### src/rtl/prime_factor_engine_pkg.sv
// Shared definitions for the trial-division primality engine.
// Contents:
//   state_t         - FSM state encoding (IDLE, CLASSIFY, TEST, DIV, DONE)
//   WIDTH_DEFAULT   - default operand width
//   CYC_W_DEFAULT   - default width of the saturating busy-cycle counter
//   is_busy_state() - true for the states in which a test is in progress
package prime_factor_engine_pkg;

    typedef enum logic [2:0] {
        ST_IDLE     = 3'd0,
        ST_CLASSIFY = 3'd1,
        ST_TEST     = 3'd2,
        ST_DIV      = 3'd3,
        ST_DONE     = 3'd4
    } state_t;

    localparam int unsigned WIDTH_DEFAULT = 32'd10;
    localparam int unsigned CYC_W_DEFAULT = 32'd16;

    function automatic logic is_busy_state(input state_t s);
        return (s == ST_CLASSIFY) || (s == ST_TEST) || (s == ST_DIV);
    endfunction

endpackage

### src/rtl/prime_factor_engine_sub_div.sv
// Remainder datapath for the trial-division engine.
// Holds the running remainder; loads it from the candidate value and removes
// one divisor per cycle by subtraction.
// Ports:
//   clk       in   1      system clock
//   reset     in   1      synchronous active-high reset, clears the remainder
//   load      in   1      rem <= load_val
//   sub       in   1      rem <= rem - d (ignored while load is high)
//   load_val  in   WIDTH  value loaded into the remainder
//   d         in   WIDTH  current trial divisor
//   rem_ge_d  out  1      remainder still holds at least one more divisor
//   rem_zero  out  1      remainder is exactly zero
module prime_factor_engine_sub_div #(
    parameter int unsigned WIDTH = 32'd10
) (
    input  logic             clk,
    input  logic             reset,
    input  logic             load,
    input  logic             sub,
    input  logic [WIDTH-1:0] load_val,
    input  logic [WIDTH-1:0] d,
    output logic             rem_ge_d,
    output logic             rem_zero
);

    logic [WIDTH-1:0] rem_r;

    // Remainder register: load, or one repeated-subtraction step.
    always_ff @(posedge clk) begin
        if (reset) begin
            rem_r <= '0;
        end else if (load) begin
            rem_r <= load_val;
        end else if (sub) begin
            rem_r <= rem_r - d;
        end
    end

    assign rem_ge_d = (rem_r >= d);
    assign rem_zero = (rem_r == '0);

endmodule

### src/rtl/prime_factor_engine.sv
// Trial-division primality engine.
// A start pulse captures num; the engine reports whether it is prime, its
// smallest factor greater than one, and how many cycles it was busy.
// Odd divisors only, stopping once d*d exceeds the value; the square is
// tracked incrementally ((d+2)^2 = d^2 + 4d + 4) so no multiplier is needed.
// Ports:
//   clk     in   1      system clock
//   reset   in   1      synchronous active-high reset; aborts a running test
//   start   in   1      request a test; honoured only in IDLE or DONE
//   num     in   WIDTH  value to test, captured when start is accepted
//   busy    out  1      test in progress
//   done    out  1      result valid, held until the next accepted start
//   prime   out  1      value is prime (valid while done)
//   factor  out  WIDTH  smallest factor > 1; the value itself if prime; 0 if < 2
//   cycles  out  CYC_W  busy cycles of the last test, saturating
module prime_factor_engine
    import prime_factor_engine_pkg::*;
#(
    parameter int unsigned WIDTH = WIDTH_DEFAULT,
    parameter int unsigned CYC_W = CYC_W_DEFAULT
) (
    input  logic             clk,
    input  logic             reset,
    input  logic             start,
    input  logic [WIDTH-1:0] num,
    output logic             busy,
    output logic             done,
    output logic             prime,
    output logic [WIDTH-1:0] factor,
    output logic [CYC_W-1:0] cycles
);

    // Wide enough that sq + 4d + 4 and the sq > val compare cannot overflow.
    localparam int unsigned SQ_W = 2 * WIDTH + 1;

    localparam logic [WIDTH-1:0] VAL_TWO   = WIDTH'(2);
    localparam logic [WIDTH-1:0] VAL_THREE = WIDTH'(3);
    localparam logic [SQ_W-1:0]  SQ_NINE   = SQ_W'(9);
    localparam logic [SQ_W-1:0]  SQ_FOUR   = SQ_W'(4);
    localparam logic [CYC_W-1:0] CYC_ONE   = CYC_W'(1);
    localparam logic [CYC_W-1:0] CYC_MAX   = {CYC_W{1'b1}};

    state_t           state_r, state_s;
    logic [WIDTH-1:0] val_r, val_s;
    logic [WIDTH-1:0] d_r, d_s;
    logic [SQ_W-1:0]  sq_r, sq_s;
    logic             busy_r, busy_s;
    logic             done_r, done_s;
    logic             prime_r, prime_s;
    logic [WIDTH-1:0] factor_r, factor_s;
    logic [CYC_W-1:0] cycles_r;
    logic             cyc_clr_s;
    logic             rem_load_s;
    logic             rem_sub_s;
    logic             rem_ge_d_s;
    logic             rem_zero_s;

    prime_factor_engine_sub_div #(
        .WIDTH (WIDTH)
    ) u_sub_div (
        .clk      (clk),
        .reset    (reset),
        .load     (rem_load_s),
        .sub      (rem_sub_s),
        .load_val (val_r),
        .d        (d_r),
        .rem_ge_d (rem_ge_d_s),
        .rem_zero (rem_zero_s)
    );

    // Next-state, datapath and result logic.
    always_comb begin
        state_s    = state_r;
        val_s      = val_r;
        d_s        = d_r;
        sq_s       = sq_r;
        prime_s    = prime_r;
        factor_s   = factor_r;
        cyc_clr_s  = 1'b0;
        rem_load_s = 1'b0;
        rem_sub_s  = 1'b0;
        case (state_r)
            ST_IDLE, ST_DONE: begin
                if (start) begin
                    state_s   = ST_CLASSIFY;
                    val_s     = num;
                    prime_s   = 1'b0;
                    factor_s  = '0;
                    cyc_clr_s = 1'b1;
                end else begin
                    state_s = state_r;
                end
            end
            ST_CLASSIFY: begin
                if (val_r < VAL_TWO) begin
                    state_s  = ST_DONE;
                    prime_s  = 1'b0;
                    factor_s = '0;
                end else if ((val_r == VAL_TWO) || (val_r == VAL_THREE)) begin
                    state_s  = ST_DONE;
                    prime_s  = 1'b1;
                    factor_s = val_r;
                end else if (!val_r[0]) begin
                    state_s  = ST_DONE;
                    prime_s  = 1'b0;
                    factor_s = VAL_TWO;
                end else begin
                    state_s = ST_TEST;
                    d_s     = VAL_THREE;
                    sq_s    = SQ_NINE;
                end
            end
            ST_TEST: begin
                if (sq_r > SQ_W'(val_r)) begin
                    state_s  = ST_DONE;
                    prime_s  = 1'b1;
                    factor_s = val_r;
                end else begin
                    state_s    = ST_DIV;
                    rem_load_s = 1'b1;
                end
            end
            ST_DIV: begin
                if (rem_ge_d_s) begin
                    rem_sub_s = 1'b1;
                end else if (rem_zero_s) begin
                    state_s  = ST_DONE;
                    prime_s  = 1'b0;
                    factor_s = d_r;
                end else begin
                    state_s = ST_TEST;
                    d_s     = d_r + VAL_TWO;
                    sq_s    = sq_r + SQ_W'({d_r, 2'b00}) + SQ_FOUR;
                end
            end
            default: begin
                state_s   = ST_IDLE;
                val_s     = '0;
                d_s       = '0;
                sq_s      = '0;
                prime_s   = 1'b0;
                factor_s  = '0;
                cyc_clr_s = 1'b1;
            end
        endcase
        busy_s = is_busy_state(state_s);
        done_s = (state_s == ST_DONE);
    end

    // State, datapath and registered result outputs.
    always_ff @(posedge clk) begin
        if (reset) begin
            state_r  <= ST_IDLE;
            val_r    <= '0;
            d_r      <= '0;
            sq_r     <= '0;
            busy_r   <= 1'b0;
            done_r   <= 1'b0;
            prime_r  <= 1'b0;
            factor_r <= '0;
        end else begin
            state_r  <= state_s;
            val_r    <= val_s;
            d_r      <= d_s;
            sq_r     <= sq_s;
            busy_r   <= busy_s;
            done_r   <= done_s;
            prime_r  <= prime_s;
            factor_r <= factor_s;
        end
    end

    // Busy-cycle counter: counts every busy cycle, saturates, frozen otherwise.
    always_ff @(posedge clk) begin
        if (reset) begin
            cycles_r <= '0;
        end else if (cyc_clr_s) begin
            cycles_r <= '0;
        end else if (busy_r && (cycles_r != CYC_MAX)) begin
            cycles_r <= cycles_r + CYC_ONE;
        end
    end

    assign busy   = busy_r;
    assign done   = done_r;
    assign prime  = prime_r;
    assign factor = factor_r;
    assign cycles = cycles_r;

endmodule

### config.mk
export PLATFORM = sky130hd
export DESIGN_NAME = prime_factor_engine
export DESIGN_NICKNAME = d
export VERILOG_FILES = /design/src/rtl/prime_factor_engine_pkg.sv /design/src/rtl/prime_factor_engine_sub_div.sv /design/src/rtl/prime_factor_engine.sv
export SDC_FILE = /design/constraint.sdc
export NUM_CORES = 1
export LEC_CHECK = 0
export CORE_MARGIN = 3
export CORE_UTILIZATION = 40
export CTS_CLUSTER_SIZE = 14
export DETAILED_ROUTE_END_ITERATION = 10
export GPL_TIMING_DRIVEN = 0
export PLACE_DENSITY = 0.59
export SKIP_CTS_REPAIR_TIMING = 1
export SYNTH_ARGS = -nofsm -noshare
export SYNTH_HDL_FRONTEND = slang
export SYNTH_SLANG_ARGS = --single-unit
### constraint.sdc
create_clock -name clk -period 3.5 [get_ports clk]
set_input_delay 0.35 -clock clk [delete_from_list [all_inputs] [get_ports clk]]
set_output_delay 0.35 -clock clk [all_outputs]
set_load 0.02 [all_outputs]
# Word-level counts from Yosys, hierarchy flattened
# Cells that the tools add are included.
# totals
regBits	83
latch_bits	0
ramBits	0
romBits	0
in_bits	13
wordCells	100
memories	0
# op_classes
add_sub_neg	5
multipliers	0
div	0
order_cmp	3
n_eq_ne	20
n_shift	0
n_mux	46
n_bitwise	2
reduce_logical	14
# ops
operator	n
two-way mux 10 bit	15
two-way mux 21 bit	5
case mux 21 bit (3 select lines)	1
case mux 10 bit (4 select lines)	1
case mux 10 bit (3 select lines)	1
adder 21 x 12 -> 21 bit	1
adder 21 x 3 -> 21 bit (second input constant)	1
> comparator 21 x 10 -> 1 bit	1
two-way mux 3 bit	7
equality test 10 x 2 -> 1 bit (second input constant)	2
case mux 10 bit (2 select lines)	1
adder 16 x 1 -> 16 bit (second input constant)	1
!= test 16 bit (second input constant)	1
!= test 2 bit (second input constant)	8
equality test 3 x 2 -> 1 bit (second input constant)	4
two-way mux 1 bit	12
case mux 3 bit (4 select lines)	1
adder 10 x 2 -> 10 bit (second input constant)	1
>= comparator 10 bit	1
zero test 10 bit	1
< comparator 10 x 2 -> 1 bit (second input constant)	1
subtractor 10 bit	1
equality test 3 x 1 -> 1 bit (second input constant)	2
equality test 3 bit (second input constant)	2
13 further kinds	18

# Logic depth before layout (Yosys ltp)
# logic_depth
word_depth	8
mapped_depth	13
depth_no_buf	12

# Hierarchy
# Synthesis repeated with hierarchy kept, for this count alone.
# hier_totals
hier_cells	607
area_unflattened_um2	5036.1
# by_module_without_submodules
mod	instances	cells_per_inst	area_each_um2
prime_factor_engine	1	481	4095.2
prime_factor_engine_sub_div	1	126	940.9

# Worst setup path before layout
# OpenSTA, ideal clock, no wires.
# synth_path
path_type	register to register
from	register d_r[1]
to	register sq_r[20]
setup_time_ps	126
t_arrival_ps	2768
required_time_ps	3374
path_slack_ps	606
path_stages_with_launch	12
path_buffers	3
path_cell_list	dfxtp_1 inv_1 fa_1 a21o_1 o2111a_1 or4_1 buf_2 and2_4 buf_2 buf_6 a311oi_1 nand3_1
# synth_between
elab_chain_len	5
elab_cells_between_ends	8
cone_classes	add/sub (2); order compare (1); eq/ne (1); mux (3); reduce/logical (1)
# synth_lines
element	line_no	rtl
from (decl)	prime_factor_engine.sv:45	logic [WIDTH-1:0] d_r, d_s;
from (signal assigned)	prime_factor_engine.sv:164	d_r <= d_s;
adder 21 x 12 -> 21 bit	prime_factor_engine.sv:133	sq_s = sq_r + SQ_W'({d_r, 2'b00}) + SQ_FOUR;
adder 21 x 3 -> 21 bit	prime_factor_engine.sv:133	
two-way mux 21 bit	prime_factor_engine.sv:126	end else if (rem_zero_s) begin
two-way mux 21 bit	prime_factor_engine.sv:124	if (rem_ge_d_s) begin
case mux 21 bit (3 select lines)	prime_factor_engine.sv:82	case (state_r)
to (signal assigned)	prime_factor_engine.sv:165	sq_r <= sq_s;
to (decl)	prime_factor_engine.sv:46	logic [SQ_W-1:0] sq_r, sq_s;
# Parallel ways exist; a longest one is shown, timed or not. The select of a mux whose other input is x is not followed.
# A chain may end at the register's enable or synchronous reset.

# Worst setup path after layout
# layout_path
from	register d_r[7]
to	register sq_r[20]
# Same word-level chain as after synthesis.

==> results.toml <==
[detailed_routing]
top_layer = "met4"
drt_pass1_iterations = 6
num_vias = 5155
wire_per_inst_um = 18.4
antenna_left = 0
routed_wl_mm = 16.0
wirelength_met1_mm = 7.54
post-route-drc-count = 0
dr_wl_met3_mm = 1.18
routed_via_density = 5.93
drt_iter0_markers = 365
routed-wl-met2_mm = 6.97

[clock_network]
clk_latency_ns = 0.35
htree_levels = 3
cts_max_path_buffers = 2
cts_tree = "yes"
cts_made_buffers = 9
cts.reportedPaths.clkPinSlew_ns = 0.07
cts.sinks = 83
root_buffer = "clkbuf_16"

[global_route]
grt_first_pass_wirelength_mm = 25.9
antenna_found_initial = 0
overflow = 0
grt_max_degree = 15
grt_pass1_vias = 4905
grt_util_all_layers = 0.227

[critical_path]
worstPathMaxFanout = 10
cp_data_required_time_ns = 3.73
worst-r2r-cell-count = 12
critPathLaunch = "d_r[7]$_SDFFE_PP0P_"
critPathArrivalTime_ns = 3.63
setup.worst_path.end_class = "register"
regToRegEndpoint = "sq_r[20]$_SDFFE_PP0P_"
path_class = "register to register"
startpoint_type = "register"
reg2reg_from = "d_r[7]$_SDFFE_PP0P_"
r2r_slack_ns = 0.11

[final_layout]
stdcell_count = 870
antenna_cells = 0
nets = 751
syn2layout_area_growth_pct = 18.6
fillers = 1304
drive_gt1_frac = 0.0458

[timing]
min_period_ns = 3.39
hold_violations = 0
slew_violations = 0
min_period_over_period = 0.970
setup_viol = 0
grt_setup_unrepaired = "false"
skew_ns = 0.00673
setup_tns_ns = 0
timing.fmax_mhz = 295
max_slew_margin = 0.263
tightest_slew_ns = 1.09

[synth]
synth-simple-area-share = 0.235
yosys_warnings = 0
synth-xor-area-share = 0.0403
yosysSeqAreaShare = 0.319
ys_types = 63
yosys.area.top_type = "dfxtp_1"
synth_edf_count = 0
avgSynthCellArea_um2 = 8.10
syn_area_um2 = 5210
async_reset_ff_frac = 0
synthAdderAreaFrac = 0.109
synth.mux.area_fraction = 0.0125
synthTopCellsByArea = "dfxtp_1, ha_1, a21oi_1"
dominantRegCellSynth = "dfxtp_1"
synthCells = 643
synth_compound_area_frac = 0.227
synth_top_family_by_area = "simple AND/OR/NAND/NOR gates"
synth-seq-cells = 83
synth_top_area_frac = 0.319
syn_nets = 700

[outcome]
status = "finished clean"

[placement]
place.gp.congestion = 0.934
placedCellCount = 855
hpwl_mm = 12.1
port_buffers = 40

[power_and_ir_drop]
p_leak_nw = 2.33
ir_worst_vdd_v = 0.000221
power_density_nw_per_um2 = 378

[job]
maxCapViolCount = 0

[min_path]
hp-start = "sq_r[0]$_SDFFE_PP0P_"
holdPathStages = 2
min_path_type = "register to register"
hold_end = "sq_r[0]$_SDFFE_PP0P_"

[floorplan]
start_util = 0.411
die_h_um = 120
die-area_um2 = 14400
coreArea_um2 = 12700
dieWidth_um = 120
io_pins = 42
rows = 41
[registers in the layout (all words and copies together) (netlist names)]
name	cells
d_r	10
state_r	3
u_sub_div.rem_r	10
done	1
cycles	16
factor	10
val_r	10
prime	1
busy	1
sq_r	21
[metal layers]
| layer | up-vias | global-route usage |
|---|---|---|
| met3 | 28 | 0.0617 |
| met1 | 2481 | 0.318 |
| met5 | - | 0 |
| met4 | 0 | 0.0694 |
| met2 | 152 | 0.339 |
| li1 | 2494 | - |
[how the worst max path moves through the flow]
stage	endpoint	slack (ns)
2_1_floorplan	sq_r[20]$_SDFFE_PP0P_	0.61
3_3_place_gp	sq_r[20]$_SDFFE_PP0P_	0.06
3_5_place_dp	sq_r[20]$_SDFFE_PP0P_	0.06
4_1_cts	sq_r[20]$_SDFFE_PP0P_	0.02
5_1_grt	sq_r[20]$_SDFFE_PP0P_	0.004
6_report	sq_r[20]$_SDFFE_PP0P_	0.11
[final cells by class]
type | count | area (um2) | area share
Multi-Input combinational cell | 486 | 3260 | 0.528
Sequential cell | 83 | 1660 | 0.269
Timing Repair Buffer | 40 | 400 | 0.0648
Clock buffer | 9 | 225 | 0.0365
Tap cell | 172 | 215 | 0.0348
Inverter | 45 | 169 | 0.0273
Buffer | 29 | 129 | 0.0209
Clock inverter | 6 | 113 | 0.0182
[worst max-delay path, stage by stage, from the launching register on]
cell and delay (ns):
dfxtp_1 0.48, inv_1 0.20, ha_1 0.34, buf_6 0.15, a2111oi_4 0.42, nand3_1 0.12
or4_1 0.47, buf_2 0.21, and2_4 0.17, buf_2 0.19, buf_6 0.16, a311oi_1 0.27
nand3_1 0.10
[synth_stat cells (4+ instances only)]
| cell type | n |
|---|---|
| a21o_1 | 8 |
| a21oi_1 | 48 |
| a221oi_1 | 8 |
| a311oi_1 | 8 |
| a31oi_1 | 5 |
| a32oi_1 | 5 |
| and2_1 | 6 |
| and3_1 | 15 |
| clkbuf_1 | 23 |
| dfxtp_1 | 83 |
| ha_1 | 42 |
| inv_1 | 45 |
| mux2_2 | 4 |
| nand2_1 | 59 |
| nand2b_1 | 5 |
| nand3_1 | 43 |
| nand3b_1 | 5 |
| nand4_1 | 14 |
| nor2_1 | 39 |
| nor2b_1 | 13 |
| nor3_1 | 13 |
| nor4_1 | 8 |
| o2111ai_1 | 5 |
| o211ai_1 | 12 |
| o21a_1 | 5 |
| o21ai_0 | 21 |
| o31ai_1 | 6 |
| or3_1 | 8 |
| or4_1 | 5 |
| xnor2_1 | 14 |
| xor2_1 | 10 |
[metrics by stage]
step	power [mW]	instance area (um2)	hold WS, ns	util	worst slack (ns)
CTS	2.34	6160	0.460	0.486	0.0191
floorplan	1.15	5210	0.436	-	0.606
detailed placement	1.24	5830	0.451	0.460	0.0637
global route	2.41	6180	0.489	0.488	0.00409
global placement	1.24	5830	0.446	0.460	0.0640
finish	2.33	6180	0.464	0.488	0.106
[where the power goes]
group          switching [mW]  leakage [nW]  internal (mW)
sequential             0.0205         0.673          0.965
combinational           0.158          1.50         0.0818
clock                   0.411         0.166          0.696
[kinds of logic (layout without fill, tap and decap cells)]
family | after synthesis | in the layout
simple gates | 242 | 242
compound gates | 170 | 170
flops | 83 | 83
buf+inv | 74 | 129
fa+ha+maj | 44 | 44
xor+xnor | 24 | 24
mux | 6 | 6
[cell usage in the layout (no fill, tap or decap), types with 4 or more instances in the layout]
cell	count
dfxtp_1	82
nand2_1	59
a21oi_1	48
inv_1	45
nand3_1	43
ha_1	42
clkdlybuf4s50_1	40
nor2_1	39
clkbuf_1	23
o21ai_0	21
and3_1	15
nand4_1	14
xnor2_1	14
nor3_1	13
nor2b_1	13
o211ai_1	12
xor2_1	10
clkbuf_16	9
nor4_1	8
a21o_1	8
a311oi_1	8
or3_1	8
a221oi_1	8
o31ai_1	6
and2_1	6
nand3b_1	5
nand2b_1	5
a31oi_1	5
or4_1	5
a32oi_1	5
o2111ai_1	5
o21a_1	5
mux2_2	4
(Power assumes the default switching activity.)
